## src/rtl/hack_cpu_if.sv

```systemverilog
// Hack CPU bus: ROM fetch, data-memory read/write and the ready stall input.
// master = CPU side, slave = memory/ROM side.
interface hack_cpu_if;
  logic        ready;
  logic [15:0] instruction;
  logic [15:0] inM;
  logic [15:0] outM;
  logic        writeM;
  logic [14:0] addressM;
  logic [14:0] pc;

  modport master (
    input  ready, instruction, inM,
    output outM, writeM, addressM, pc
  );

  modport slave (
    output ready, instruction, inM,
    input  outM, writeM, addressM, pc
  );
endinterface

```

## src/rtl/hack_cpu.sv

```systemverilog
// Single-cycle Hack CPU: A/D/PC registers around the Hack ALU, one instruction per edge.
// Outputs are combinational from state and inputs; ready=0 freezes all state and masks writeM.
module hack_cpu (
  input  logic       clock,
  input  logic       reset,
  hack_cpu_if.master bus
);

  logic [15:0] a_q, a_d;
  logic [15:0] d_q, d_d;
  logic [14:0] pc_q, pc_d;

  logic [15:0] ins;
  logic        is_c;
  logic        a_bit, zx, nx, zy, ny, f, no;
  logic        d1, d2, d3, j1, j2, j3;

  assign ins   = bus.instruction;
  assign is_c  = ins[15];
  assign a_bit = ins[12];
  assign zx    = ins[11];
  assign nx    = ins[10];
  assign zy    = ins[9];
  assign ny    = ins[8];
  assign f     = ins[7];
  assign no    = ins[6];
  assign d1    = ins[5];
  assign d2    = ins[4];
  assign d3    = ins[3];
  assign j1    = ins[2];
  assign j2    = ins[1];
  assign j3    = ins[0];

  logic unused_ins;
  assign unused_ins = ^ins[14:13];

  // Hack ALU: x = D, y = A or M selected by the a bit
  logic [15:0] alu_x, alu_y, x1, y1, alu_f, alu_out;
  logic        zr, ng;

  assign alu_x = d_q;
  assign alu_y = a_bit ? bus.inM : a_q;

  always_comb begin
    x1 = zx ? 16'h0000 : alu_x;
    x1 = nx ? ~x1 : x1;
    y1 = zy ? 16'h0000 : alu_y;
    y1 = ny ? ~y1 : y1;
    alu_f   = f ? (x1 + y1) : (x1 & y1);
    alu_out = no ? ~alu_f : alu_f;
  end

  assign zr = (alu_out == 16'h0000);
  assign ng = alu_out[15];

  logic jump;
  assign jump = is_c & ((j1 & ng) | (j2 & zr) | (j3 & ~ng & ~zr));

  always_comb begin
    a_d  = a_q;
    d_d  = d_q;
    pc_d = pc_q + 15'd1;
    if (!is_c) begin
      a_d = ins;
    end else begin
      if (d1) a_d = alu_out;
      if (d2) d_d = alu_out;
    end
    // Jump target is the A value before this instruction's own A update
    if (jump) pc_d = a_q[14:0];
  end

  always_ff @(posedge clock or posedge reset) begin
    if (reset) begin
      a_q  <= 16'h0000;
      d_q  <= 16'h0000;
      pc_q <= 15'h0000;
    end else if (bus.ready) begin
      a_q  <= a_d;
      d_q  <= d_d;
      pc_q <= pc_d;
    end
  end

  assign bus.outM     = alu_out;
  assign bus.writeM   = bus.ready & ~reset & is_c & d3;
  assign bus.addressM = a_q[14:0];
  assign bus.pc       = pc_q;

endmodule

```

## src/flat_wrapper.sv

```systemverilog
// flat-port wrapper written by rule: the top's interface ports become plain ports
module hack_cpu_flat 
  (clock, reset, bus_ready, bus_instruction, bus_inM, bus_outM, bus_writeM, bus_addressM, bus_pc);
  hack_cpu_if bus_i ();
  input  logic clock;
  input  logic reset;
  input wire logic [$bits(bus_i.ready)-1:0] bus_ready;
  input wire logic [$bits(bus_i.instruction)-1:0] bus_instruction;
  input wire logic [$bits(bus_i.inM)-1:0] bus_inM;
  output wire logic [$bits(bus_i.outM)-1:0] bus_outM;
  output wire logic [$bits(bus_i.writeM)-1:0] bus_writeM;
  output wire logic [$bits(bus_i.addressM)-1:0] bus_addressM;
  output wire logic [$bits(bus_i.pc)-1:0] bus_pc;
  assign bus_i.ready = bus_ready;
  assign bus_i.instruction = bus_instruction;
  assign bus_i.inM = bus_inM;
  assign bus_outM = bus_i.outM;
  assign bus_writeM = bus_i.writeM;
  assign bus_addressM = bus_i.addressM;
  assign bus_pc = bus_i.pc;
  hack_cpu u_core (.clock(clock), .reset(reset), .bus(bus_i));
endmodule
```

## config.mk

```make
export PLATFORM = sky130hd
export DESIGN_NAME = hack_cpu_flat
export DESIGN_NICKNAME = d
export VERILOG_FILES = /design/src/rtl/hack_cpu_if.sv /design/src/rtl/hack_cpu.sv /design/src/flat_wrapper.sv
export SDC_FILE = /design/constraint.sdc
export NUM_CORES = 1
export LEC_CHECK = 0
export ABC_AREA = 1
export CORE_MARGIN = 3
export CORE_UTILIZATION = 50
export DETAILED_ROUTE_END_ITERATION = 6
export DONT_BUFFER_PORTS = 1
export GPL_TIMING_DRIVEN = 0
export SLEW_MARGIN = 0
export SYNTH_ARGS = -nofsm -noshare
export SYNTH_HDL_FRONTEND = slang
export SYNTH_SLANG_ARGS = --single-unit
```

## constraint.sdc

```tcl
create_clock -name clock -period 9.6 [get_ports clock]
set_clock_uncertainty 0.1 [all_clocks]
set_input_delay 1.92 -clock clock [delete_from_list [all_inputs] [get_ports clock]]
set_output_delay 1.92 -clock clock [all_outputs]
set_load 0.03 [all_outputs]
```

Word level (Yosys, flattened, before mapping):

Index checks and enable logic that the tools add are counted.

* output and inout bits: 47
* input bits: 35
* memories: 0
* memory bits (read-only): 0
* bits in latches: 0
* register bits: 47
* memory bits (writable): 0
* logic and storage cells: 36

* bitwise gates (word level): 17
* multipliers: 0
* order comparisons: 0
* shifts and indexed selects: 0
* add/subtract/negate cells: 2
* divide/modulo/power cells: 0
* muxes and demuxes: 10
* eq/ne operators: 1
* reductions and logical operators: 3

Operators with widths (number)
* 16-bit 2-to-1 mux: 9
* 16-bit inverter: 3
* 16-bit adder: 1
* 16-bit AND: 1
* 16-bit logical NOT: 1
* 15-bit by 1-bit adder with 15-bit output, second input constant: 1
* 15-bit 2-to-1 mux: 1
* 1-bit AND: 8
* 1-bit inverter: 3
* 3-bit AND reduction: 1
* 2-bit != test, second input constant: 1
* 1-bit OR: 2
* 2-bit AND reduction: 1

Logic depth before layout (Yosys ltp):

Gate-level depths: netlist of the first run.

* word-level depth: 14
* depth in mapped cells: 29
* gate-level depth less buffers: 26

Least setup slack after synthesis of the first run:

OpenSTA, ideal clock, no wires.

* path type: in2out
* start point: input bus_instruction[10]
* end point: output bus_outM[14]
* slack: 3.117 ns
* stages: 15
* data arrival time: 4.463 ns
* cell sequence: clkbuf_1 -> clkbuf_1 -> xor2_1 -> inv_1 -> ha_1 -> fa_1 -> nand2_1 -> nand2_1 -> nand3_1 -> nand2_1 -> nand2_1 -> nand3_1 -> nand3_1 -> nand3_1 -> nand2_1

* word-level cells in the longest chain between the ends: 5

RTL lines
* from (decl): line flat_wrapper.sv:8 `input wire logic [$bits(bus_i.instruction)-1:0] bus_instruction;`
* 16-bit 2-to-1 mux (*): line hack_cpu.sv:46 `x1 = nx ? ~x1 : x1;`
* 16-bit adder or 16-bit AND (tied branches): line hack_cpu.sv:49 `alu_f = f ? (x1 + y1) : (x1 & y1);`
* 16-bit 2-to-1 mux (*): line hack_cpu.sv:49
* 16-bit inverter: line hack_cpu.sv:50 `alu_out = no ? ~alu_f : alu_f;`
* 16-bit 2-to-1 mux (*): line hack_cpu.sv:50
* to (decl): line flat_wrapper.sv:10 `output wire logic [$bits(bus_i.outM)-1:0] bus_outM;`

Every way passes the cells marked *; elsewhere a longest branch is shown, timed or not.

Final worst setup path of the first run:

Same ends and word-level chain as after synthesis.

==> impl_results.md, run 1 <==
- Hold Path Origin: u_core.alu_x[14]$_DFFE_PP0P_
- Commonest non-fill, non-tap cells in the layout: nand2_1, inv_1, nand3_1, o21ai_0, dfrtp_1
- Setup TNS Final: 0 ns
- Synth Register Bits: 47
- Critical path fanouts, max: 10
- Mean Syn Cell Area: 6.29 um^2
- Worst-path cell chain: clkbuf_1 > clkbuf_1 > xor2_1 > inv_1 > ha_1 > fa_1 > nand2_1 > nand2_1 > nand3_1 > nand2_1 > nand2_1 > nand3_1 > nand3_1 > nand3_1 > nand2_1
- Hold Fails Final Rpt: 0
- VDD IR max: roughly 0.10 mV
- Wire length per cell: between 15 and 20 um
- Reg2reg setup slack: 5.57 ns
- Count of different cell masters after synthesis: 37
- Post-layout nets: about 820
- Post-route setup slack: 2.38 ns
- GR Overflow Total: 0
- Detailed placer's ending HPWL: 11.5 mm
- Longest Clk Path Bufs: 2
- Critical Setup Path Class: in -> out
- Clk slew on worst S/H paths: about 0.08 ns
- Synth warn: 0
- GP Congestion: 0.902
- Worst hold path depth: 2
- Crit-path most repeated cell: nand2_1
- Slew Limit Headroom: 38.9%
- Total global routing track utilization: 25.4%
- Hold Buf Count CTS: 0
- Slew @ Worst Pin: 0.910 ns
- Initial antenna violation count: 0
- Syn Inst Count: around 760
- Drt drc: 0
- Post-Route WL: 14.0 mm
- Async S/R FF share, synth: 100%
- Power, Total: 1.03 mW
- Clk root buf: clkbuf_8
- Static leakage: 2.71 nW
- H-Tree Depth: 2
- Place WS: 2.45 ns
- TritonCTS buffer count: 5
- Post-synth EDFFs: 0
- Critical Path AT: between 5 and 6 ns
- Reg2Reg Launch Point: u_core.a_q[0]$_DFFE_PP0P_
- F_max: 139 MHz
- Worst-Skew Late Latency: 0.30 ns
- Row count: 35
- First-pass GRT wire length: roughly 22 mm
- Setup bufs post-CTS: 0
- Resize count post-CTS: 0
- I/O Buffers: 0
- Tightest Hold Check Type: reg -> reg
- Ports: 82
- RSZ-0062 raised after global routing: false
- Largest net degree at the start of global routing: 28
- Hold EP: u_core.alu_x[14]$_DFFE_PP0P_
- Ant. Diodes: 0
- Vias: 4804
- Initial Util: 51.6%
- Startpoint Class: input pin
- Initial DRT Pass Iterations: 6
- Cell Pwr Density: 205 mW/mm^2
- Ys flop type: dfrtp_1
- Core Area: 0.00924 mm^2
- Cell Area, Synth: 0.00477 mm^2
- Maxcap violations: 0
- CP max stage delay: a little under 0.6 ns
- Vias in the first global route: between 4000 and 5000
- Clk sinks: 47
- CTS tree: yes
- CP required: 7.58 ns
- Die X: approximately 100 um
- Antenna-violating nets left: 0
- Crit path time final: 7.22 ns
- Violation count after the first detailed-route iteration: 312
- Slew Limit Fails: 0
- Die ar.: 0.0107 mm^2
- Die Span Y: just over 100 um
- Setup Viol. Count Final: 0
- Post-DR vias/cell: 5.37
- Sequential share of the synthesized area: 24.7%
- Post-synthesis net count: roughly 810
- Worst r2r dst: u_core.bus.pc[3]$_DFFE_PP0P_
- Area delta synth->final: 5.64%
- Layout cells sized above 1: 9.66%
- Status: completed
- Most common cell after layout, fill and taps aside: nand2_1
- Crit end category: primary output
- R2R depth: 23
- Final Cycle Share: 75.2%
- Slowest stage cell, crit path: clkbuf_1
## final cells by class
type / count / area, um^2
plain buffers: 46 / 275
clock buffers: 6 / 82.6
repair buffers: 1 / 20.0
well taps: 129 / 161
clock inverters: 1 / 5.00
flip-flops and latches: 47 / 1180
inverters: 109 / 409
multi-input cells: 556 / 2910
fillers: 956 / 4200
## metal layers
layer  part of all wire [%]  track usage [%]  routed length (um)  up-vias
met3                    9.6             6.17                1340       17
met1                     47             37.5                6530     2209
met4                   0.59             2.75                  83        0
li1                       -                -                   -     2391
met5                      0                0                   0        -
met2                     43             39.2                6030      187
## metrics by stage
step	hold slack, ns	utilization [%]	instances	area [um^2]
finish	0.391	54.5	895	5040
global route	0.424	54.5	895	5040
CTS	0.391	54.5	895	5040
detailed placement	0.369	53.6	888	4950
global placement	0.366	53.4	887	4930
floorplan	0.349	-	758	4770
## worst max-delay path: cells and delay by family
family                     cells  cell delay, ns
buffers and inverters          3            1.10
and+or+nand+nor                9            1.21
adders and majority gates      2            0.76
xor gates and xnor gates       1            0.20
## how the worst max path moves through the flow
stage	slack [ns]	to	startpoint
finish	2.38	bus_outM[14]	bus_instruction[10]
global placement	2.51	bus_outM[14]	bus_instruction[10]
detailed placement	2.45	bus_outM[14]	bus_instruction[10]
global route	2.18	bus_outM[14]	bus_instruction[10]
CTS	2.44	bus_outM[14]	bus_instruction[10]
floorplan	3.12	bus_outM[14]	bus_instruction[10]
## synth_stat cells (2+ instances only)
| library cell | number | area [um^2] |
|---|---|---|
| nor2_2 | 2 | 12.5 |
| clkinv_1 | 2 | 7.51 |
| nand3_1 | 98 | 490 |
| nor2_1 | 26 | 97.6 |
| nand2_2 | 21 | 131 |
| xor2_1 | 44 | 385 |
| inv_1 | 104 | 390 |
| a21oi_1 | 31 | 155 |
| o22ai_1 | 6 | 37.5 |
| inv_2 | 3 | 11.3 |
| xnor2_1 | 3 | 26.3 |
| clkbuf_1 | 18 | 67.6 |
| o21ai_0 | 50 | 250 |
| ha_1 | 17 | 213 |
| buf_4 | 19 | 143 |
| nand4_1 | 9 | 56.3 |
| nand2_4 | 2 | 22.5 |
| nand3_2 | 5 | 50.1 |
| and2_1 | 3 | 18.8 |
| dfrtp_1 | 47 | 1180 |
| buf_2 | 5 | 25.0 |
| nand2_1 | 225 | 845 |
| or2_2 | 2 | 12.5 |
| nor3_1 | 3 | 15.0 |
## flip-flops by register name, summed over array words and instances (netlist names)
register and count:
u_core.a_q 16, u_core.alu_x 16, u_core.bus.pc 15
## power breakdown
| part | internal [mW] | total (mW) | switching (mW) | leakage [nW] |
|---|---|---|---|---|
| clock network | 0.0566 | 0.123 | 0.0660 | 0.0470 |
| logic | 0.189 | 0.583 | 0.395 | 2.08 |
| registers | 0.245 | 0.329 | 0.0833 | 0.578 |
| total | 0.491 | 1.03 | 0.544 | 2.71 |
## cells by family after synthesis
group	after synthesis	synth area share [%]
compound gates	90	9.73
xor+xnor	47	8.63
fa+ha+maj	18	4.88
buf+inv	155	14.3
flops	47	24.7
simple gates	401	37.8
(Power assumes the default switching activity.)
==> run 2: changes to the inputs <==
--- a/config.mk
+++ b/config.mk
@@ -5,12 +5,13 @@
 export SDC_FILE = /design/constraint.sdc
 export NUM_CORES = 1
 export LEC_CHECK = 0
-export ABC_AREA = 1
+export ABC_AREA = 0
 export CORE_MARGIN = 3
 export CORE_UTILIZATION = 50
 export DETAILED_ROUTE_END_ITERATION = 6
 export DONT_BUFFER_PORTS = 1
 export GPL_TIMING_DRIVEN = 0
+export PLACE_DENSITY = 0.68
 export SLEW_MARGIN = 0
 export SYNTH_ARGS = -nofsm -noshare
 export SYNTH_HDL_FRONTEND = slang
==> constraint.sdc (replaced) <==
create_clock -name clock -period 6.6 [get_ports clock]
set_clock_uncertainty 0.1 [all_clocks]
set_input_delay 1.32 -clock clock [delete_from_list [all_inputs] [get_ports clock]]
set_output_delay 1.32 -clock clock [all_outputs]
set_load 0.03 [all_outputs]
==> run 2 against run 1 <==
Compared with the run above:
- synthesized cell count fell by 33%
- register-to-register slack got worse by 4.2 ns
- design area fell by 8.2%
- critical path type is now in -> reg
- critical endpoint is now u_core.bus.pc[3]$_DFFE_PP0P_
- largest power group unchanged
==> impl_results.md, run 2 <==
- Status: completed
- Post-synth top area share: 27.0%
- Complex-gate fraction of the synthesized area: 17.2%
- Violation count after the first detailed-route iteration: 273
- Post-Route WL: 11.3 mm
- Reg2reg setup slack: 1.38 ns
- Startpoint Class: input pin
- I/O Buffers: 0
- Total global routing track utilization: 23.2%
- Die ar.: 0.00988 mm^2
- Worst r2r dst: u_core.bus.pc[3]$_DFFE_PP0P_
- Ranking of synthesized cells by area: dfrtp_1, mux2i_1, xnor2_1, ha_1, o21ai_0
- Die X: 99.4 um
- Maxcap violations: 0
- Adder-cell share of the synthesized area: 5.34%
- Final Cycle Share: a little over nine tenths
- R2R depth: 18
- Sw power: 0.962 mW
- GR Overflow Total: 0
- Commonest non-fill, non-tap cells in the layout: dfrtp_1, mux2i_1, nand2_1, o21ai_0
- Ports: 82
- Clk pwr share: roughly a tenth
- Largest family of logic cells by synthesized area: simple AND/OR/NAND/NOR gates
- Placed cell count: between 600 and 700
- Largest net degree at the start of global routing: 28
- TritonCTS buffer count: 5
- Slew Limit Fails: 0
- Worst-Skew Late Latency: 0.31 ns
- Cell Pwr Density: 400 mW/mm^2
- VDD IR max: 0.209 mV
- Simple-gate share of the synthesized area: roughly a fifth
- Wire length per cell: 18.2 um
- Synth warn: 0
- Reg2Reg Launch Point: u_core.a_q[0]$_DFFE_PP0P_
- Static leakage: between 2 and 2.5 nW
- Longest Clk Path Bufs: 2
- Post-route design area: 0.00463 mm^2
- Most frequent cell after synthesis: dfrtp_1
- Critical path fanouts, max: 10
- Layout cells sized above 1: 11.2%
- Slowest stage cell, crit path: a2111oi_1
- Post-layout nets: roughly 570
- CTS tree: yes
- Slew @ Worst Pin: 1.13 ns
- Clk slew on worst S/H paths: roughly 0.09 ns
- Placed cell area: 0.00451 mm^2
- Post-DR vias/cell: 6.07
- Tightest Hold Check Type: reg -> reg
- Crit path time final: 6.39 ns
- Critical Path AT: 6.45 ns
- Critical Setup Path Class: in -> reg
- Detailed placer's ending HPWL: 8.91 mm
- Crit end category: register
- F_max: approximately 160 MHz
- Top cells by count, synth: dfrtp_1, mux2i_1, nand2_1, o21ai_0
- Synth Area in XOR/XNOR: 9.84%
- Most common cell after layout, fill and taps aside: dfrtp_1
- Vias: between 3000 and 4000
- Clk root buf: clkbuf_8
- H-Tree Depth: 2
- Initial Util: 52.3%
- Antenna-violating nets left: 0
- Combinational fraction of design power: between 50 and 60%
- Ys flop type: dfrtp_1
- Seq pwr share: roughly a third
- GP Congestion: 0.854
- Setup Viol. Count Final: 0
- Post-synth EDFFs: 0
- Setup bufs post-CTS: 0
- Clk sinks: 47
- Post-synthesis net count: 561
- Initial antenna violation count: 0
- Area delta synth->final: 6.05%
- CP max stage delay: around 0.80 ns
- Count of different cell masters after synthesis: 70
- Multiplexer area fraction after synthesis: 13.1%
- Core Area: 0.00834 mm^2
- Synth Register Bits: 47
- Hold Fails Final Rpt: 0
- Async S/R FF share, synth: 100%
- Ant. Diodes: 0
- First-pass GRT wire length: 18.4 mm
- Cell taking the most area after synthesis: dfrtp_1
- CP required: 6.66 ns
- Worst-path cell chain: clkbuf_2 > clkbuf_2 > mux2i_1 > nor2_1 > xor2_1 > ha_1 > a211oi_2 > a211o_1 > nand2_1 > a2111oi_1 > nand4_1 > or4_1 > nor4_2 > nand4_1 > a311oi_2 > buf_6 > buf_12 > mux2i_1 > a22oi_1
- Crit path to: u_core.bus.pc[3]$_DFFE_PP0P_
- Layout fillers: 802
- Drt drc: 0
- Die Span Y: 99.4 um
- Switching Fraction: 52.0%
- Slew Limit Headroom: between 20% and 30%
- Vias in the first global route: approximately 3500
- Cell Area, Synth: 0.00436 mm^2
- Internal: 0.889 mW
- Fin cells: 622
- Sequential share of the synthesized area: around 27%
- Mean Syn Cell Area: about 8.6 um^2
- RSZ-0062 raised after global routing: false
- Row count: 33
- Syn Inst Count: 508
- Initial DRT Pass Iterations: 6
- Critical Path Source: bus_instruction[12]
-- run 2: cell count changes after synthesis, sizes merged, moves of 20 or more --
cell | before | now
nand2 | 248 | 45
xnor2 | 3 | 31
a21oi | 32 | 12
xor2 | 44 | 18
mux2i | 0 | 46
nand3 | 104 | 9
inv | 107 | 26
-- run 2: routing by layer --
metal | track usage, % | part of all wire (%) | vias up
li1 | - | - | 1799
met1 | 32.5 | 45 | 1822
met2 | 37.9 | 47 | 142
met3 | 4.42 | 7.4 | 14
met4 | 4.31 | 1.3 | 0
met5 | 0 | 0 | -
-- run 2: cells by family (layout without fill, tap and decap cells) --
kind of cell,after synthesis,after routing
AOI/OAI and AO/OA,108,108
xor gates and xnor gates,49,49
adders and majority gates,18,18
buffers and inverters,71,80
DFF,47,47
muxes,56,56
and+or+nand+nor,159,159
-- run 2: power groups by stage --
| stage | logic, mW | registers, mW | clock network, mW |
|---|---|---|---|
| CTS | 1.06 | 0.597 | 0.194 |
| finish | 1.07 | 0.595 | 0.189 |
| global route | 1.17 | 0.615 | 0.206 |
| detailed placement | 1.06 | 0.603 | 0 |
| global placement | 1.03 | 0.600 | 0 |
| floorplan | 0.892 | 0.570 | 0 |
-- run 2: layout make-up --
class	instances	area [um^2]	share of cell area, %
clock buffer	6	82.6	1.79
inverter	26	97.6	2.11
sequential	47	1180	25.4
timing repair buffer	1	20.0	0.433
clock inverter	2	16.3	0.352
buffer	45	263	5.68
multi-input combinational	390	2840	61.4
tap	105	131	2.84
-- run 2: critical path, delay by kind of cell --
family | cells | cell delay [ns]
compound gates | 5 | 1.79
simple gates | 6 | 1.36
buf+inv | 4 | 0.99
mux | 2 | 0.41
fa+ha+maj | 1 | 0.31
xor+xnor | 1 | 0.26
-- run 2: per-stage QoR --
stage / total power, mW / setup TNS (ns) / util (%) / hold WS (ns) / worst slack, ns
after floorplan: 1.46 / 0 / - / 0.349 / 0.395
final: 1.85 / 0 / 55.5 / 0.389 / 0.210
after global placement: 1.63 / -3.11 / 53.9 / 0.365 / -0.297
after CTS: 1.85 / 0 / 55.3 / 0.393 / 0.0700
after global routing: 1.99 / 0 / 55.5 / 0.429 / 0.0395
after detailed placement: 1.66 / -5.24 / 54.1 / 0.372 / -0.426
-- run 2: timing repair --
action | in CTS | in global routing
endpoints found under the setup margin | 13 | 19
resized for setup | 2 | 6
hold buffers | 0 | 0
-- run 2: how the worst min path moves through the flow --
stage	start	end	slack, ns	cells past startpoint
2_1_floorplan	u_core.a_q[15]$_DFFE_PP0P_	u_core.a_q[15]$_DFFE_PP0P_	0.35	2
3_3_place_gp	u_core.alu_x[3]$_DFFE_PP0P_	u_core.alu_x[3]$_DFFE_PP0P_	0.36	2
3_5_place_dp	u_core.alu_x[4]$_DFFE_PP0P_	u_core.alu_x[4]$_DFFE_PP0P_	0.37	2
4_1_cts	u_core.alu_x[14]$_DFFE_PP0P_	u_core.alu_x[14]$_DFFE_PP0P_	0.39	2
5_1_grt	u_core.alu_x[2]$_DFFE_PP0P_	u_core.alu_x[2]$_DFFE_PP0P_	0.43	2
6_report	u_core.alu_x[2]$_DFFE_PP0P_	u_core.alu_x[2]$_DFFE_PP0P_	0.39	2
==> run 3: changes to the inputs <==
--- a/config.mk
+++ b/config.mk
@@ -11,7 +11,6 @@
 export DETAILED_ROUTE_END_ITERATION = 6
 export DONT_BUFFER_PORTS = 1
 export GPL_TIMING_DRIVEN = 0
-export PLACE_DENSITY = 0.68
 export SLEW_MARGIN = 0
 export SYNTH_ARGS = -nofsm -noshare
 export SYNTH_HDL_FRONTEND = slang
==> constraint.sdc (replaced) <==
create_clock -name clock -period 8 [get_ports clock]
set_clock_uncertainty 0.1 [all_clocks]
set_input_delay 1.6 -clock clock [delete_from_list [all_inputs] [get_ports clock]]
set_output_delay 1.6 -clock clock [all_outputs]
set_load 0.03 [all_outputs]
==> run 3 against run 2 <==
Compared with the run above:
- via count fell by 1.6%
- critical endpoint is now bus_outM[15]
- sequential power fell by 17%
- global-route usage rose by 0.36 points
==> impl_results.md, run 3 (same netlist as run 2, synthesis figures left out) <==
- Top delay family on crit path: buffers and inverters
- Setup bufs post-CTS: 0
- Crit end category: primary output
- Most common cell after layout, fill and taps aside: dfrtp_1
- Drt drc: 0
- Hold Buf Count CTS: 0
- Tightest Hold Check Type: reg -> reg
- Setup Viol. Count Final: 0
- Slowest stage cell, crit path: clkbuf_1
- Initial antenna violation count: 0
- Core Area: 0.00834 mm^2
- Wire length per cell: 18.4 um
- Worst-path cell chain: clkbuf_1 > clkbuf_1 > mux2i_1 > nor2_1 > xor2_1 > ha_1 > clkbuf_1 > and4_1 > a21boi_0 > a21o_1 > a41oi_1 > xnor2_1 > mux2i_1 > xor2_1 > inv_1
- Die ar.: 0.00988 mm^2
- Worst-Skew Late Latency: 0.31 ns
- Die Span Y: 99.4 um
- Critical Setup Path Class: in -> out
- CP required: ~6.3 ns
- Power, Total: 1.56 mW
- Detailed placer's ending HPWL: 9.12 mm
- Ant. Diodes: 0
- Total global routing track utilization: a little under a quarter
- Sw power: 0.797 mW
- Internal: 0.764 mW
- Grt peak-use layer: met2
- F_max: 137 MHz
- Startpoint Class: input pin
- Longest Clk Path Bufs: 2
- Final Cycle Share: 91.5%
- GR Overflow Total: 0
- Critical path fanouts, max: 10
- Buf/Inv on CP: 4
- First-pass GRT wire length: 18.8 mm
- Static leakage: approximately 2.1 nW
- Area delta synth->final: 6.25%
- Switching Fraction: 51.1%
- GR Util met3: 4.84%
- Violation count after the first detailed-route iteration: 178
- Vias in the first global route: 3634
- Crit-path most repeated cell: clkbuf_1
- Clk pwr share: 12.3%
- Die X: 99.4 um
- Initial Util: 52.3%
- Slew Limit Headroom: 21.6%
- Clk slew on worst S/H paths: 0.09 ns
- Resize count post-CTS: 0
- Post-Route WL: between 10 and 15 mm
- Slew Limit Fails: 0
- I/O Buffers: 0
- Layout cells sized above 1: 10.1%
- Maxcap violations: 0
- Status: completed
- Largest net degree at the start of global routing: 28
- Cell Pwr Density: around 340 mW/mm^2
- Hold Fails Final Rpt: 0
- Utilization after layout: 55.6%
- Met1 Use GR: 32.6%
- Antenna-violating nets left: 0
- M2 GR Usage: approximately 40%
- Combinational fraction of design power: 56.1%
- Post-layout nets: 569
- RSZ-0062 raised after global routing: false
- Post-DR vias/cell: 5.98
- Setup TNS Final: 0 ns
- Row count: 33
- Vias: 3718
- Commonest non-fill, non-tap cells in the layout: dfrtp_1, mux2i_1, nand2_1, o21ai_0
- Clk root buf: clkbuf_8
- TritonCTS buffer count: 5
- GP Congestion: 0.872
- Clk sinks: 47
- Critical Path AT: 5.62 ns
- Seq pwr share: 31.5%
- Ports: roughly 80
- Crit path time final: 7.32 ns
- Slew @ Worst Pin: 1.17 ns
- CP max stage delay: just under 0.6 ns
- CTS tree: yes
- H-Tree Depth: 2
- VDD IR max: around 0.16 mV
- Initial DRT Pass Iterations: 5
==> run 3: per-layer routing <==
layer / part of all wire (%) / wire length [um] / vias to the layer above
met3: 7.4 / 852 / 11
met2: 46 / 5290 / 127
met5: 0 / 0 / -
met4: 0.94 / 108 / 0
li1: - / - / 1803
met1: 46 / 5220 / 1777
==> run 3: final cells by class <==
cell class / count / area (um^2)
Fill cell: 831 / 3710
Multi-Input combinational cell: 390 / 2830
Buffer: 45 / 256
Tap cell: 105 / 131
Clock buffer: 6 / 82.6
Inverter: 26 / 97.6
Clock inverter: 2 / 38.8
Sequential cell: 47 / 1180
Timing Repair Buffer: 1 / 20.0
==> run 3: power groups by stage <==
stage                     Clock [mW]  Sequential, mW  Combinational, mW
after global placement             0           0.495              0.861
after CTS                      0.195           0.493              0.881
after detailed placement           0           0.498              0.877
final                          0.192           0.493              0.877
after floorplan                    0           0.470              0.736
after global routing           0.205           0.508              0.969
==> run 3: through the flow <==
stage	cells	hold WS [ns]	setup WS, ns	instance area, um^2
global route	622	0.430	0.328	4630
finish	622	0.398	0.683	4630
floorplan	508	0.349	1.41	4360
CTS	622	0.401	0.680	4630
global placement	613	0.364	0.688	4490
detailed placement	614	0.379	0.683	4510
==> run 3: path summary, 6_finish.rpt <==
path / endpoint / cells past startpoint / from / slack (ns)
worst max-delay path: bus_outM[15] / 15 / bus_instruction[12] / 0.68
worst max register to register: u_core.bus.pc[1]$_DFFE_PP0P_ / 17 / u_core.a_q[4]$_DFFE_PP0P_ / 2.85
worst min-delay path: u_core.alu_x[2]$_DFFE_PP0P_ / 2 / u_core.alu_x[2]$_DFFE_PP0P_ / 0.40
min in group asynchronous: u_core.bus.pc[0]$_DFFE_PP0P_ / 1 / reset / 1.09
max in group asynchronous: u_core.a_q[9]$_DFFE_PP0P_ / 2 / reset / 6.19
worst min register to register: u_core.alu_x[2]$_DFFE_PP0P_ / 2 / u_core.alu_x[2]$_DFFE_PP0P_ / 0.40
==> run 3: tightest hold or removal path, cell delays in order, from the launching register on <==
cell	delay, ns
dfrtp_1	0.35
nand2_1	0.04
o21ai_0	0.07
